==> config.mk <==
export PLATFORM = sky130hd
export DESIGN_NAME = serial_adder_sub
export DESIGN_NICKNAME = d
export VERILOG_FILES = /design/src/rtl/serial_adder_sub.sv
export SDC_FILE = /design/constraint.sdc
export NUM_CORES = 1
export LEC_CHECK = 0
export BUFFER_PORTS_ARGS = -buffer_cell sky130_fd_sc_hd__clkbuf_2
export CORE_AREA = 5 5 63 65
export DETAILED_ROUTE_END_ITERATION = 12
export DIE_AREA = 0 0 68 70
export PLACE_DENSITY = 0.81
export SLEW_MARGIN = 15
export SYNTH_ARGS = -nofsm -noshare
export SYNTH_HDL_FRONTEND = slang
export SYNTH_SLANG_ARGS = --single-unit
==> constraint.sdc <==
create_clock -name iClk -period 7.6 [get_ports iClk]
set_clock_uncertainty 0.15 [all_clocks]
set_input_delay 0.38 -clock iClk [delete_from_list [all_inputs] [get_ports iClk]]
set_output_delay 0.38 -clock iClk [all_outputs]
set_load 0.03 [all_outputs]
==> src/rtl/serial_adder_sub.sv <==
// Digit-serial signed/unsigned add/subtract: DIGIT bits per clock, start/done handshake,
// WIDTH+1-bit result plus carry/borrow (unsigned) or overflow (signed) flag.
module serial_adder_sub #(
  parameter int WIDTH = 8,
  parameter int DIGIT = 2
) (
  input  logic             iClk,
  input  logic             iRst_n,
  input  logic             iStart,
  input  logic             iSA,
  input  logic             iSub,
  input  logic [WIDTH-1:0] iData_a,
  input  logic [WIDTH-1:0] iData_b,
  output logic             oBusy,
  output logic             oDone,
  output logic [WIDTH:0]   oData,
  output logic             oData_C
);

  localparam int N  = WIDTH / DIGIT;
  localparam int CW = (N > 1) ? $clog2(N) : 1;

  generate
    if (WIDTH < 2 || DIGIT < 1 || DIGIT > WIDTH || (WIDTH % DIGIT) != 0) begin : gBadParams
      $error("serial_adder_sub: illegal WIDTH/DIGIT combination");
    end
  endgenerate

  typedef enum logic [1:0] {IDLE, RUN, DONE} state_t;

  state_t state, stateNext;

  logic [WIDTH-1:0] aReg, bReg, sumReg, sumFull;
  logic             saReg, subReg, carry;
  logic [CW-1:0]    cnt;
  logic [DIGIT-1:0] digitA, digitB, digitSum;
  logic             digitCout;
  logic             accept, lastDigit;
  logic [WIDTH+1:0] result;
  int               bitPos;

  // Packs {flag, data}; the carry into the MSB is recovered from the MSB sum bit itself.
  function automatic logic [WIDTH+1:0] formatResult(
    input logic [WIDTH-1:0] sum,
    input logic             cout,
    input logic             aMsb,
    input logic             bMsb,
    input logic             sa,
    input logic             sub
  );
    logic cMsb, msb, flag;
    cMsb = aMsb ^ bMsb ^ sum[WIDTH-1];
    if (sa) begin
      msb  = aMsb ^ bMsb ^ cout;
      flag = cout ^ cMsb;
    end else if (sub) begin
      msb  = ~cout;
      flag = ~cout;
    end else begin
      msb  = cout;
      flag = cout;
    end
    return {flag, msb, sum};
  endfunction

  assign accept    = iStart && (state == IDLE || state == DONE);
  assign lastDigit = (cnt == CW'(N - 1));
  assign oBusy     = (state == RUN);
  assign oDone     = (state == DONE);

  always_comb begin
    stateNext = state;
    case (state)
      IDLE:    if (iStart) stateNext = RUN;
      RUN:     if (lastDigit) stateNext = DONE;
      DONE:    stateNext = iStart ? RUN : IDLE;
      default: stateNext = IDLE;
    endcase
  end

  always_ff @(posedge iClk) begin
    if (!iRst_n) state <= IDLE;
    else         state <= stateNext;
  end

  always_comb begin
    bitPos   = int'(cnt) * DIGIT;
    digitA   = aReg[bitPos +: DIGIT];
    digitB   = bReg[bitPos +: DIGIT];
    {digitCout, digitSum} = {1'b0, digitA} + {1'b0, digitB} + {{DIGIT{1'b0}}, carry};
    sumFull  = sumReg;
    sumFull[bitPos +: DIGIT] = digitSum;
    result   = formatResult(sumFull, digitCout, aReg[WIDTH-1], bReg[WIDTH-1], saReg, subReg);
  end

  // Operand capture and digit accumulation
  always_ff @(posedge iClk) begin
    if (accept) begin
      aReg   <= iData_a;
      bReg   <= iData_b ^ {WIDTH{iSub}};
      saReg  <= iSA;
      subReg <= iSub;
      carry  <= iSub;
    end else if (state == RUN) begin
      sumReg <= sumFull;
      carry  <= digitCout;
    end
  end

  // Digit counter and result registers
  always_ff @(posedge iClk) begin
    if (!iRst_n) begin
      cnt     <= '0;
      oData   <= '0;
      oData_C <= 1'b0;
    end else if (accept) begin
      cnt <= '0;
    end else if (state == RUN) begin
      cnt <= cnt + 1'b1;
      if (lastDigit) {oData_C, oData} <= result;
    end
  end

endmodule

==> flow_metrics.env, run 1 <==
export IMPL_worst_path_max_delay_cell="dfxtp_1"
export IMPL_crit_path_max_fanout=14
export IMPL_hold_end="aReg[4]$_DFFE_PP_"
export IMPL_synth_common_cells="edfxtp_1, nor2_1, dfxtp_1"
export IMPL_crit_path_end_kind="register"
export IMPL_hold_path_class="in -> reg"
export IMPL_cts_tree="built"
export IMPL_clock_sinks=41
export IMPL_fin_ws_ns=4.38
export IMPL_overflow=0
export IMPL_rows=21
export IMPL_clk_insertion_delay_late_ns=0.35
export IMPL_setup_tns_ns=0
export IMPL_fin_crit_ns=3.22
export IMPL_critPathTopFamily="adder cells"
export IMPL_drv_slew=0
export IMPL_ant_nets=0
export IMPL_first_global_vias=1176
export IMPL_path_class="reg -> reg"
export IMPL_post_route_cell_area_sq_mm=0.00212
export IMPL_gp_congestion=0.744
export IMPL_cap_violations=0
export IMPL_vias_per_cell=4.96
export IMPL_synth_cells=141
export IMPL_synth_top_cell_by_area="edfxtp_1"
export IMPL_finalHoldViolCount=0
export IMPL_worstMarginPinSlew_ns=0.676
export IMPL_synth_area_per_cell_sq_um=13.4
export IMPL_cts_buffer_depth=2
export IMPL_die_y_microns=70
export IMPL_arrival_ns=3.36
export IMPL_yosysWarningCount=0
export IMPL_place_ws_ns=4.40
export IMPL_ctsHtreeMaxLevel=2
export IMPL_grt_max_degree=20
export IMPL_die_x_microns=68
export IMPL_cp_num_buf_inv=1
export IMPL_grt_total_usage_pct=15.3
export IMPL_grt_pass1_wl_microns=5360
export IMPL_final_core_util_pct=64.6
export IMPL_ys_top_cells_by_area="edfxtp_1, dfxtp_1, xor2_1, mux4_2, ha_1"
export IMPL_period_share_pct=42.4
export IMPL_crit_chain="mux4_2 -> fa_1 -> inv_1 -> fa_1 -> nor2_1 -> a31oi_4 -> xor2_1 -> a21oi_1"
export IMPL_initial_core_util_pct=57.3
export IMPL_drc=0
export IMPL_min_path_cells=1
export IMPL_routed_wirelength_microns=3110
export IMPL_via_count=1107
export IMPL_rrSetupSlack_ns=4.38
export IMPL_synth_edff_count=27
export IMPL_yosysMostFrequentCell="edfxtp_1"
export IMPL_synth_top_area_share_pct=43.1
export IMPL_syn_nets=170
export IMPL_fmax_mhz=311
export IMPL_ys_ff_latch=41
export IMPL_antenna_found_initial=0
export IMPL_portBuffers=32
export IMPL_clock_root_buffer="clkbuf_4"
export IMPL_post_route_cells_drive_above_1_share_pct=28.2
export IMPL_cts_clk_slew_worst_paths_ns=0.12
export IMPL_synth_flop_cell="edfxtp_1"
export IMPL_cp_common_cell="fa_1"
export IMPL_syn_area_sq_mm=0.00188
export IMPL_core_area_sq_mm=0.00328
export IMPL_cp_required_ns=7.74
export IMPL_r2r_start="cnt[0]$_SDFFE_PP0P_"
export IMPL_wl_per_cell_microns=13.9
export IMPL_syn_to_final_growth_pct=12.7
export IMPL_cts_setup_buffers=0
export IMPL_startpoint_type="register"
export IMPL_die_area_sq_mm=0.00476
export IMPL_nets=205
export IMPL_drt_initial_drc_count=81
export IMPL_reg2reg_depth=8
export IMPL_io_pins=33
export IMPL_leakage_nw=0.874
export IMPL_status="completed"
export IMPL_place_area_sq_mm=0.00206
export IMPL_postCtsResizedCells=0
export IMPL_rsz0062_at_grt="false"
export IMPL_drtPass1Iterations=4
export IMPL_dp_hpwl_microns=2330
export IMPL_ys_seq_area_share_pct=57.9
export IMPL_r2r_end="oData_C$_SDFFE_PN0P_"
export IMPL_synthArstFlopShare_pct=0
export IMPL_power_per_cell_area_mw_per_mm2=204
export IMPL_cts_buffers=5
export IMPL_hp_start="iData_a[4]"
export IMPL_setup_viol=0
export IMPL_antenna_cells=0
export IMPL_slew_limit_headroom_pct=54.9
export IMPL_vdd_ir_drop_worst_uv=122
export IMPL_slowest_delay_ns=0.73
export IMPL_holdBufCountCts=0
export IMPL_ys_types=31
area by class of cell:
cell class / instances / area (sq um)
fill: 253 / 1160
sequential: 41 / 1090
multi-input combinational: 85 / 712
timing repair buffer: 32 / 160
tap: 46 / 57.6
clock buffer: 6 / 51.3
inverter: 11 / 41.3
clock inverter: 2 / 8.76
power breakdown:
group | switching [W] | internal (W) | total, W
clock | 0.0000695 | 0.0000436 | 0.000113
sequential | 0.00000645 | 0.000254 | 0.000261
combinational | 0.0000320 | 0.0000271 | 0.0000591
through the flow:
| step | instances | total power, W | hold WS (ns) |
|---|---|---|---|
| finish | 223 | 0.000433 | 0.0494 |
| global route | 223 | 0.000454 | 0.0197 |
| CTS | 223 | 0.000437 | 0.0317 |
| detailed placement | 215 | 0.000326 | 0.331 |
| global placement | 215 | 0.000323 | 0.322 |
| floorplan | 141 | 0.000309 | 0.329 |
kinds of logic (layout without fill, tap and decap cells):
| family | count (synthesis) | count (layout) | share of synthesized area [%] |
|---|---|---|---|
| simple gates | 38 | 38 | 10.4 |
| compound gates | 16 | 16 | 7.31 |
| buf+inv | 15 | 51 | 4.25 |
| flops | 41 | 41 | 57.9 |
| fa+ha+maj | 8 | 8 | 6.11 |
| mux | 10 | 10 | 7.97 |
| xor+xnor | 13 | 13 | 6.05 |
how the worst max path moves through the flow:
| stage | from | end | slack, ns | depth (start not counted) |
|---|---|---|---|---|
| floorplan | cnt[0]$_SDFFE_PP0P_ | oData_C$_SDFFE_PN0P_ | 4.78 | 9 |
| global placement | cnt[0]$_SDFFE_PP0P_ | oData_C$_SDFFE_PN0P_ | 4.50 | 8 |
| detailed placement | cnt[0]$_SDFFE_PP0P_ | oData_C$_SDFFE_PN0P_ | 4.40 | 8 |
| CTS | cnt[0]$_SDFFE_PP0P_ | oData_C$_SDFFE_PN0P_ | 4.38 | 8 |
| global route | cnt[0]$_SDFFE_PP0P_ | oData_C$_SDFFE_PN0P_ | 4.21 | 8 |
| finish | cnt[0]$_SDFFE_PP0P_ | oData_C$_SDFFE_PN0P_ | 4.38 | 8 |
placed cells by master (no fill, tap or decap), drive strengths merged:
master and instances:
clkbuf 38, edfxtp 27, nor2 15, dfxtp 14, nor2b 11, xor2 11, inv 10, mux2i 6
ha 6, nand2 5, a31o 4, mux4 4, a21oi 4, nand2b 3, clkinv 3, a41o 2
xnor2 2, fa 2, o21ai 2, a31oi 1, nor3b 1, nand3 1, and3b 1, a311oi 1
and2 1, o221ai 1, a211oi 1
registers in the layout (all words and copies together), names as in the netlist:
register  flops
cnt           2
saReg         1
aReg          8
carry         1
subReg        1
oData_C       1
bReg          8
state         2
sumReg        8
oData         9
worst register-to-register path, stage by stage (launching register included):
cell and delay, ns:
dfxtp_1 0.73, mux4_2 0.60, fa_1 0.39, inv_1 0.07
fa_1 0.44, nor2_1 0.30, a31oi_4 0.14, xor2_1 0.18
a21oi_1 0.16
per-layer routing:
layer / vias to the layer above / track usage [%] / wire length (microns)
li1: 565 / - / -
met1: 509 / 17.1 / 1280
met2: 26 / 25.5 / 1600
met3: 7 / 5.93 / 172
met4: 0 / 5.96 / 55
met5: - / 0 / 0
(Power assumes the default switching activity.)
==> run 2, diff against run 1 <==
--- a/config.mk
+++ b/config.mk
@@ -6,10 +6,10 @@
 export NUM_CORES = 1
 export LEC_CHECK = 0
 export BUFFER_PORTS_ARGS = -buffer_cell sky130_fd_sc_hd__clkbuf_2
-export CORE_AREA = 5 5 63 65
+export CORE_AREA = 5 5 68 70
 export DETAILED_ROUTE_END_ITERATION = 12
-export DIE_AREA = 0 0 68 70
-export PLACE_DENSITY = 0.81
+export DIE_AREA = 0 0 73 75
+export PLACE_DENSITY = 0.73
 export SLEW_MARGIN = 15
 export SYNTH_ARGS = -nofsm -noshare
 export SYNTH_HDL_FRONTEND = slang
==> constraint.sdc (replaced) <==
create_clock -name iClk -period 2.7 [get_ports iClk]
set_clock_uncertainty 0.15 [all_clocks]
set_input_delay 0.135 -clock iClk [delete_from_list [all_inputs] [get_ports iClk]]
set_output_delay 0.135 -clock iClk [all_outputs]
set_load 0.03 [all_outputs]
==> run 2 against run 1 <==
Net effect:
- critical path depth stayed put
- via count up 11%
- largest cell class unchanged
- routed wire length rose by 11%
==> flow_metrics.env, run 2 (synthesis results as in run 1) <==
export IMPL_status="completed"
export IMPL_clock_sinks=41
export IMPL_fill_cells=317
export IMPL_top_register="oData"
export IMPL_initial_core_util_pct=48.1
export IMPL_largest_reg_flops=9
export IMPL_syn_to_final_growth_pct=24.9
export IMPL_startpoint_type="register"
export IMPL_crit_path_end_kind="register"
export IMPL_cts_buffer_depth=2
export IMPL_slew_limit_headroom_pct=54.5
export IMPL_switching_share_pct=24.8
export IMPL_drc=0
export IMPL_crit_path_max_fanout=3
export IMPL_cap_violations=0
export IMPL_rrSetupSlack_ns=0.11
export IMPL_grt_total_usage_pct=14.5
export IMPL_power_per_cell_area_mw_per_mm2=558
export IMPL_finalHoldViolCount=0
export IMPL_ant_nets=0
export IMPL_gp_congestion=0.844
export IMPL_fmax_mhz=386
export IMPL_cts_buffers=5
export IMPL_drv_slew=0
export IMPL_grt_pass1_wl_microns=5850
export IMPL_multi_input_area_sq_um=722
export IMPL_arrival_ns=2.68
export IMPL_mostFrequentLayoutCells="clkbuf_2, edfxtp_1, dlygate4sd3_1"
export IMPL_grt_max_degree=20
export IMPL_path_class="reg -> reg"
export IMPL_antenna_cells=0
export IMPL_final_common_cell="clkbuf_2"
export IMPL_die_area_sq_mm=0.00548
export IMPL_total_switching_power_w=0.000326
export IMPL_p_comb_share_pct=15.5
export IMPL_crit_chain="mux4_2 -> fa_2 -> inv_1 -> fa_1 -> nor2_4 -> a31oi_4 -> xor2_1 -> a21oi_1"
export IMPL_routed_wirelength_microns=3450
export IMPL_cts_tree="built"
export IMPL_post_route_cell_area_sq_mm=0.00235
export IMPL_fin_crit_ns=2.59
export IMPL_vias_per_cell=4.96
export IMPL_core_area_sq_mm=0.00391
export IMPL_portBuffers=32
export IMPL_period_share_pct=96.0
export IMPL_slowest_delay_ns=0.53
export IMPL_antenna_found_initial=0
export IMPL_rsz0062_at_grt="false"
export IMPL_clock_root_buffer="clkbuf_8"
export IMPL_worstMarginPinSlew_ns=0.681
export IMPL_drtPass1Iterations=5
export IMPL_ctsHtreeMaxLevel=2
export IMPL_place_area_sq_mm=0.00210
export IMPL_die_y_microns=75
export IMPL_dp_hpwl_microns=2460
export IMPL_cp_required_ns=2.78
export IMPL_p_int_w=0.000987
export IMPL_drt_initial_drc_count=46
export IMPL_via_count=1226
export IMPL_setup_tns_ns=0
export IMPL_post_route_cells_drive_above_1_share_pct=27.9
export IMPL_wl_per_cell_microns=14.0
export IMPL_dp_cells=222
export IMPL_leakage_nw=0.968
export IMPL_clk_insertion_delay_late_ns=0.29
export IMPL_setup_viol=0
export IMPL_clkPwrFrac_pct=29.0
export IMPL_cts_clk_slew_worst_paths_ns=0.08
export IMPL_nets=225
export IMPL_first_global_vias=1282
export IMPL_p_seq_share_pct=55.5
export IMPL_worst_path_max_delay_cell="mux4_2"
export IMPL_die_x_microns=73
export IMPL_hold_path_class="in -> reg"
export IMPL_vdd_ir_drop_worst_uv=387
export IMPL_fin_cells=247
export IMPL_rows=23
export IMPL_overflow=0
export IMPL_seqCellArea_sq_mm=0.00109
export IMPL_io_pins=33
[run 2: cell count changes in the layout (fill, tap and decap cells not counted), sizes merged]
cell	previous run	this run
dlygate4sd3	0	17
buf	0	3
clkbuf	38	37
clkinv	3	4
[run 2: final timing paths]
kind | from | to | cells after the start
setup / recovery | cnt[0]$_SDFFE_PP0P_ | oData_C$_SDFFE_PN0P_ | 8
hold / removal | iData_b[6] | bReg[6]$_DFFE_PP_ | 2
setup reg to reg | cnt[0]$_SDFFE_PP0P_ | oData_C$_SDFFE_PN0P_ | 8
hold reg to reg | oData[2]$_SDFFE_PN0P_ | oData[2]$_SDFFE_PN0P_ | 2
[run 2: critical path, delay by kind of cell (launching register included)]
| kind | cells | cell delay (ns) |
|---|---|---|
| AOI/OAI and AO/OA | 2 | 0.25 |
| xor gates and xnor gates | 1 | 0.18 |
| adders and majority gates | 2 | 0.83 |
| buffers and inverters | 1 | 0.08 |
| DFF | 1 | 0.37 |
| muxes | 1 | 0.53 |
| and+or+nand+nor | 1 | 0.15 |
[run 2: per-stage QoR]
step           total power, W  worst slack (ns)  hold WS [ns]  utilization [%]
2_1_floorplan        0.000873            0.0174        0.0839                -
3_3_place_gp         0.000916            0.0963         0.162             53.5
3_5_place_dp         0.000926            0.0264         0.164             53.5
4_1_cts               0.00132            0.0255      0.000726             60.0
5_1_grt               0.00137            0.0190       0.00224             60.1
6_report              0.00131             0.108       0.00577             60.1
[run 2: layer usage]
metal / routed length, microns / track usage [%] / vias to the layer above
li1: - / - / 599
met1: 1360 / 15.5 / 592
met2: 1850 / 25.2 / 29
met3: 184 / 5.61 / 6
met4: 55 / 6.76 / 0
met5: 0 / 0 / -
[run 2: what timing repair did]
action | in CTS | in global routing
endpoints found under the setup margin | 0 | 2
gates resized for setup | 0 | 1
hold buffers | 17 | 0
buffers inserted | 0 | 0
hold endpoints to repair | 21 | 0
[run 2: power groups by stage]
| stage | registers (W) | logic [W] | clock network, W |
|---|---|---|---|
| 6_report | 0.000729 | 0.000203 | 0.000380 |
| 5_1_grt | 0.000733 | 0.000225 | 0.000415 |
| 4_1_cts | 0.000729 | 0.000202 | 0.000390 |
| 3_5_place_dp | 0.000744 | 0.000182 | 0 |
| 3_3_place_gp | 0.000741 | 0.000174 | 0 |
| 2_1_floorplan | 0.000739 | 0.000134 | 0 |
[run 2: final cells by class]
cell class	count	area share (%)
clock buffers	5	2.93
clock inverters	3	0.532
inverters	11	1.76
multi-input cells	85	30.7
flip-flops and latches	41	46.4
well taps	50	2.66
repair buffers	52	15.0
==> run 3, diff against run 2 <==
--- a/config.mk
+++ b/config.mk
@@ -5,11 +5,14 @@
 export SDC_FILE = /design/constraint.sdc
 export NUM_CORES = 1
 export LEC_CHECK = 0
+export ABC_AREA = 1
 export BUFFER_PORTS_ARGS = -buffer_cell sky130_fd_sc_hd__clkbuf_2
-export CORE_AREA = 5 5 68 70
+export CORE_AREA = 5 5 69 71
+export CTS_CLUSTER_SIZE = 10
 export DETAILED_ROUTE_END_ITERATION = 12
-export DIE_AREA = 0 0 73 75
-export PLACE_DENSITY = 0.73
+export DIE_AREA = 0 0 74 76
+export PLACE_DENSITY = 0.71
+export RECOVER_POWER = 25
 export SLEW_MARGIN = 15
 export SYNTH_ARGS = -nofsm -noshare
 export SYNTH_HDL_FRONTEND = slang
==> run 3 against run 2 <==
Net effect:
- flip-flop and latch count unchanged
- largest cell class unchanged
- count of clock-buffer cells in the layout increased by 1
- routed wire length increased by 1.1%
- area after synthesis increased by 0.60%
- clock power increased by 24%
- sequential power increased by 0.7%
- total power increased by 7.7%
- core utilization decreased by 3.1 points
- hold slack improved by 0.0030 ns
- first-iteration DRC count increased by 67%
- critical path type unchanged
- final area increased by 1.1%
==> flow_metrics.env, run 3 <==
export IMPL_rows=24
export IMPL_ys_types=24
export IMPL_mostFrequentLayoutCells="inv_1, edfxtp_1, clkbuf_2"
export IMPL_place_area_sq_mm=0.00211
export IMPL_die_x_microns=74
export IMPL_grt_use_met2_pct=23.2
export IMPL_leakage_nw=1.09
export IMPL_grt_pass1_wl_microns=5910
export IMPL_post_route_cells_drive_above_1_share_pct=18.3
export IMPL_ant_nets=0
export IMPL_fin_crit_ns=2.48
export IMPL_startpoint_type="register"
export IMPL_period_share_pct=91.9
export IMPL_cts_buffer_depth=2
export IMPL_cts_tree="built"
export IMPL_first_global_vias=1345
export IMPL_die_area_sq_mm=0.00562
export IMPL_setup_tns_ns=0
export IMPL_synth_cells=186
export IMPL_core_area_sq_mm=0.00417
export IMPL_status="completed"
export IMPL_drv_slew=0
export IMPL_ctsHtreeMaxLevel=2
export IMPL_finalHoldViolCount=0
export IMPL_arrival_ns=2.51
export IMPL_final_common_cell="inv_1"
export IMPL_use_met3_pct=4.88
export IMPL_nets=269
export IMPL_slowest_delay_ns=0.45
export IMPL_busiest_layer="met2"
export IMPL_cp_num_buf_inv=2
export IMPL_vdd_ir_drop_worst_uv=355
export IMPL_path_class="reg -> reg"
export IMPL_cp_required_ns=2.73
export IMPL_synth_flop_cell="edfxtp_1"
export IMPL_drc=0
export IMPL_syn_nets=215
export IMPL_portBuffers=32
export IMPL_crit_path_max_fanout=6
export IMPL_synth_top_cell_by_area="edfxtp_1"
export IMPL_ys_ff_latch=41
export IMPL_slew_limit_headroom_pct=51.6
export IMPL_initial_core_util_pct=45.4
export IMPL_ys_seq_area_share_pct=57.6
export IMPL_dp_hpwl_microns=2430
export IMPL_syn_to_final_growth_pct=25.6
export IMPL_critPathTopFamily="adder cells"
export IMPL_synthArstFlopShare_pct=0
export IMPL_yosysMostFrequentCell="inv_1"
export IMPL_wl_per_cell_microns=11.9
export IMPL_synth_edff_count=27
export IMPL_grt_total_usage_pct=13.6
export IMPL_power_per_cell_area_mw_per_mm2=594
export IMPL_fmax_mhz=403
export IMPL_ys_top_cells_by_area="edfxtp_1, dfxtp_1, inv_1, nand2_1, xor2_1"
export IMPL_cap_violations=0
export IMPL_crit_path_end_kind="register"
export IMPL_syn_area_sq_mm=0.00189
export IMPL_yosysWarningCount=0
export IMPL_cts_clk_slew_worst_paths_ns=0.08
export IMPL_die_y_microns=76
export IMPL_top_register="oData"
export IMPL_vias_per_cell=4.77
export IMPL_grt_max_degree=21
export IMPL_clock_sinks=41
export IMPL_largest_reg_flops=9
export IMPL_cts_buffers=5
export IMPL_synth_common_cells="inv_1, edfxtp_1, nand2_1"
export IMPL_io_pins=33
export IMPL_worst_path_max_delay_cell="fa_1"
export IMPL_crit_chain="inv_1 -> o21ai_0 -> o22ai_1 -> fa_1 -> inv_1 -> fa_1 -> nor2_2 -> nand2_1 -> o21bai_1 -> nand2_1 -> nand3_1 -> a21oi_1"
export IMPL_clk_insertion_delay_late_ns=0.29
export IMPL_antenna_cells=0
export IMPL_post_route_cell_area_sq_mm=0.00238
export IMPL_synth_area_per_cell_sq_um=10.2
export IMPL_antenna_found_initial=0
export IMPL_rsz0062_at_grt="false"
export IMPL_setup_viol=0
export IMPL_clock_root_buffer="clkbuf_8"
export IMPL_drtPass1Iterations=4
export IMPL_drt_initial_drc_count=77
export IMPL_worstMarginPinSlew_ns=0.724
export IMPL_gp_congestion=0.872
export IMPL_synth_top_area_share_pct=42.8
export IMPL_routed_wirelength_microns=3490
export IMPL_overflow=0
export IMPL_via_count=1399
export IMPL_hold_path_class="in -> reg"
export IMPL_use_met1_pct=15.4
==> run 3: final timing paths <==
path | startpoint | to | slack, ns | cells past startpoint
worst max register to register | cnt[0]$_SDFFE_PP0P_ | oData_C$_SDFFE_PN0P_ | 0.22 | 12
worst min-delay path | iData_b[3] | bReg[3]$_DFFE_PP_ | 0.009 | 2
worst min register to register | oData[7]$_SDFFE_PN0P_ | oData[7]$_SDFFE_PN0P_ | 0.37 | 2
worst max-delay path | cnt[0]$_SDFFE_PP0P_ | oData_C$_SDFFE_PN0P_ | 0.22 | 12
==> run 3: cell families after synthesis <==
| group | after synthesis | synth area share [%] |
|---|---|---|
| flops | 41 | 57.6 |
| compound gates | 44 | 13.3 |
| fa+ha+maj | 8 | 6.08 |
| buf+inv | 37 | 8.32 |
| xor+xnor | 9 | 4.16 |
| simple gates | 47 | 10.5 |
==> run 3: timing repair <==
| item | in CTS | in global routing |
|---|---|---|
| resized for setup | 0 | 5 |
| hold endpoints to repair | 16 | 0 |
| setup endpoints to repair | 0 | 5 |
| hold buffers | 16 | 0 |
| setup buffers | 0 | 1 |
==> run 3: area by class of cell <==
type                       instances  area (sq um)
multi-input combinational        108           648
tap                               52          65.1
clock buffer                       6          72.6
timing repair buffer              52           343
inverter                          32           123
fill                             371          1800
clock inverter                     2          33.8
sequential                        41          1090
==> run 3: routing by layer <==
| metal | vias to the layer above | wire [microns] | share of wire, % |
|---|---|---|---|
| met5 | - | 0 | 0 |
| met4 | 0 | 37 | 1.1 |
| met3 | 4 | 206 | 5.9 |
| met2 | 31 | 1830 | 52 |
| met1 | 646 | 1420 | 41 |
| li1 | 718 | - | - |
==> run 3: per-stage QoR <==
step	std cells	total power [W]	hold WS (ns)	utilization, %	setup slack, ns
3_5_place_dp	268	0.000932	0.164	50.5	0.139
3_3_place_gp	268	0.000928	0.163	50.5	0.246
2_1_floorplan	186	0.000878	0.0839	-	0.188
5_1_grt	293	0.00148	0.0151	57.0	0.0133
4_1_cts	292	0.00142	0.000781	56.9	0.122
6_report	293	0.00141	0.00881	57.0	0.219
==> run 3: worst register-to-register path: stages, from the launching register on <==
cell and delay (ns):
dfxtp_2 0.36, inv_1 0.09, o21ai_0 0.15, o22ai_1 0.10, fa_1 0.36, inv_1 0.07
fa_1 0.45, nor2_2 0.14, nand2_1 0.10, o21bai_1 0.19, nand2_1 0.07, nand3_1 0.08
a21oi_1 0.06
==> run 3: where the power goes <==
| group | total, W | leakage [nW] | switching (W) | internal (W) |
|---|---|---|---|---|
| Combinational | 0.000207 | 0.665 | 0.000121 | 0.0000857 |
| Sequential | 0.000734 | 0.372 | 0.0000147 | 0.000719 |
| Clock | 0.000472 | 0.0528 | 0.000199 | 0.000273 |
| Total | 0.00141 | 1.09 | 0.000335 | 0.00108 |
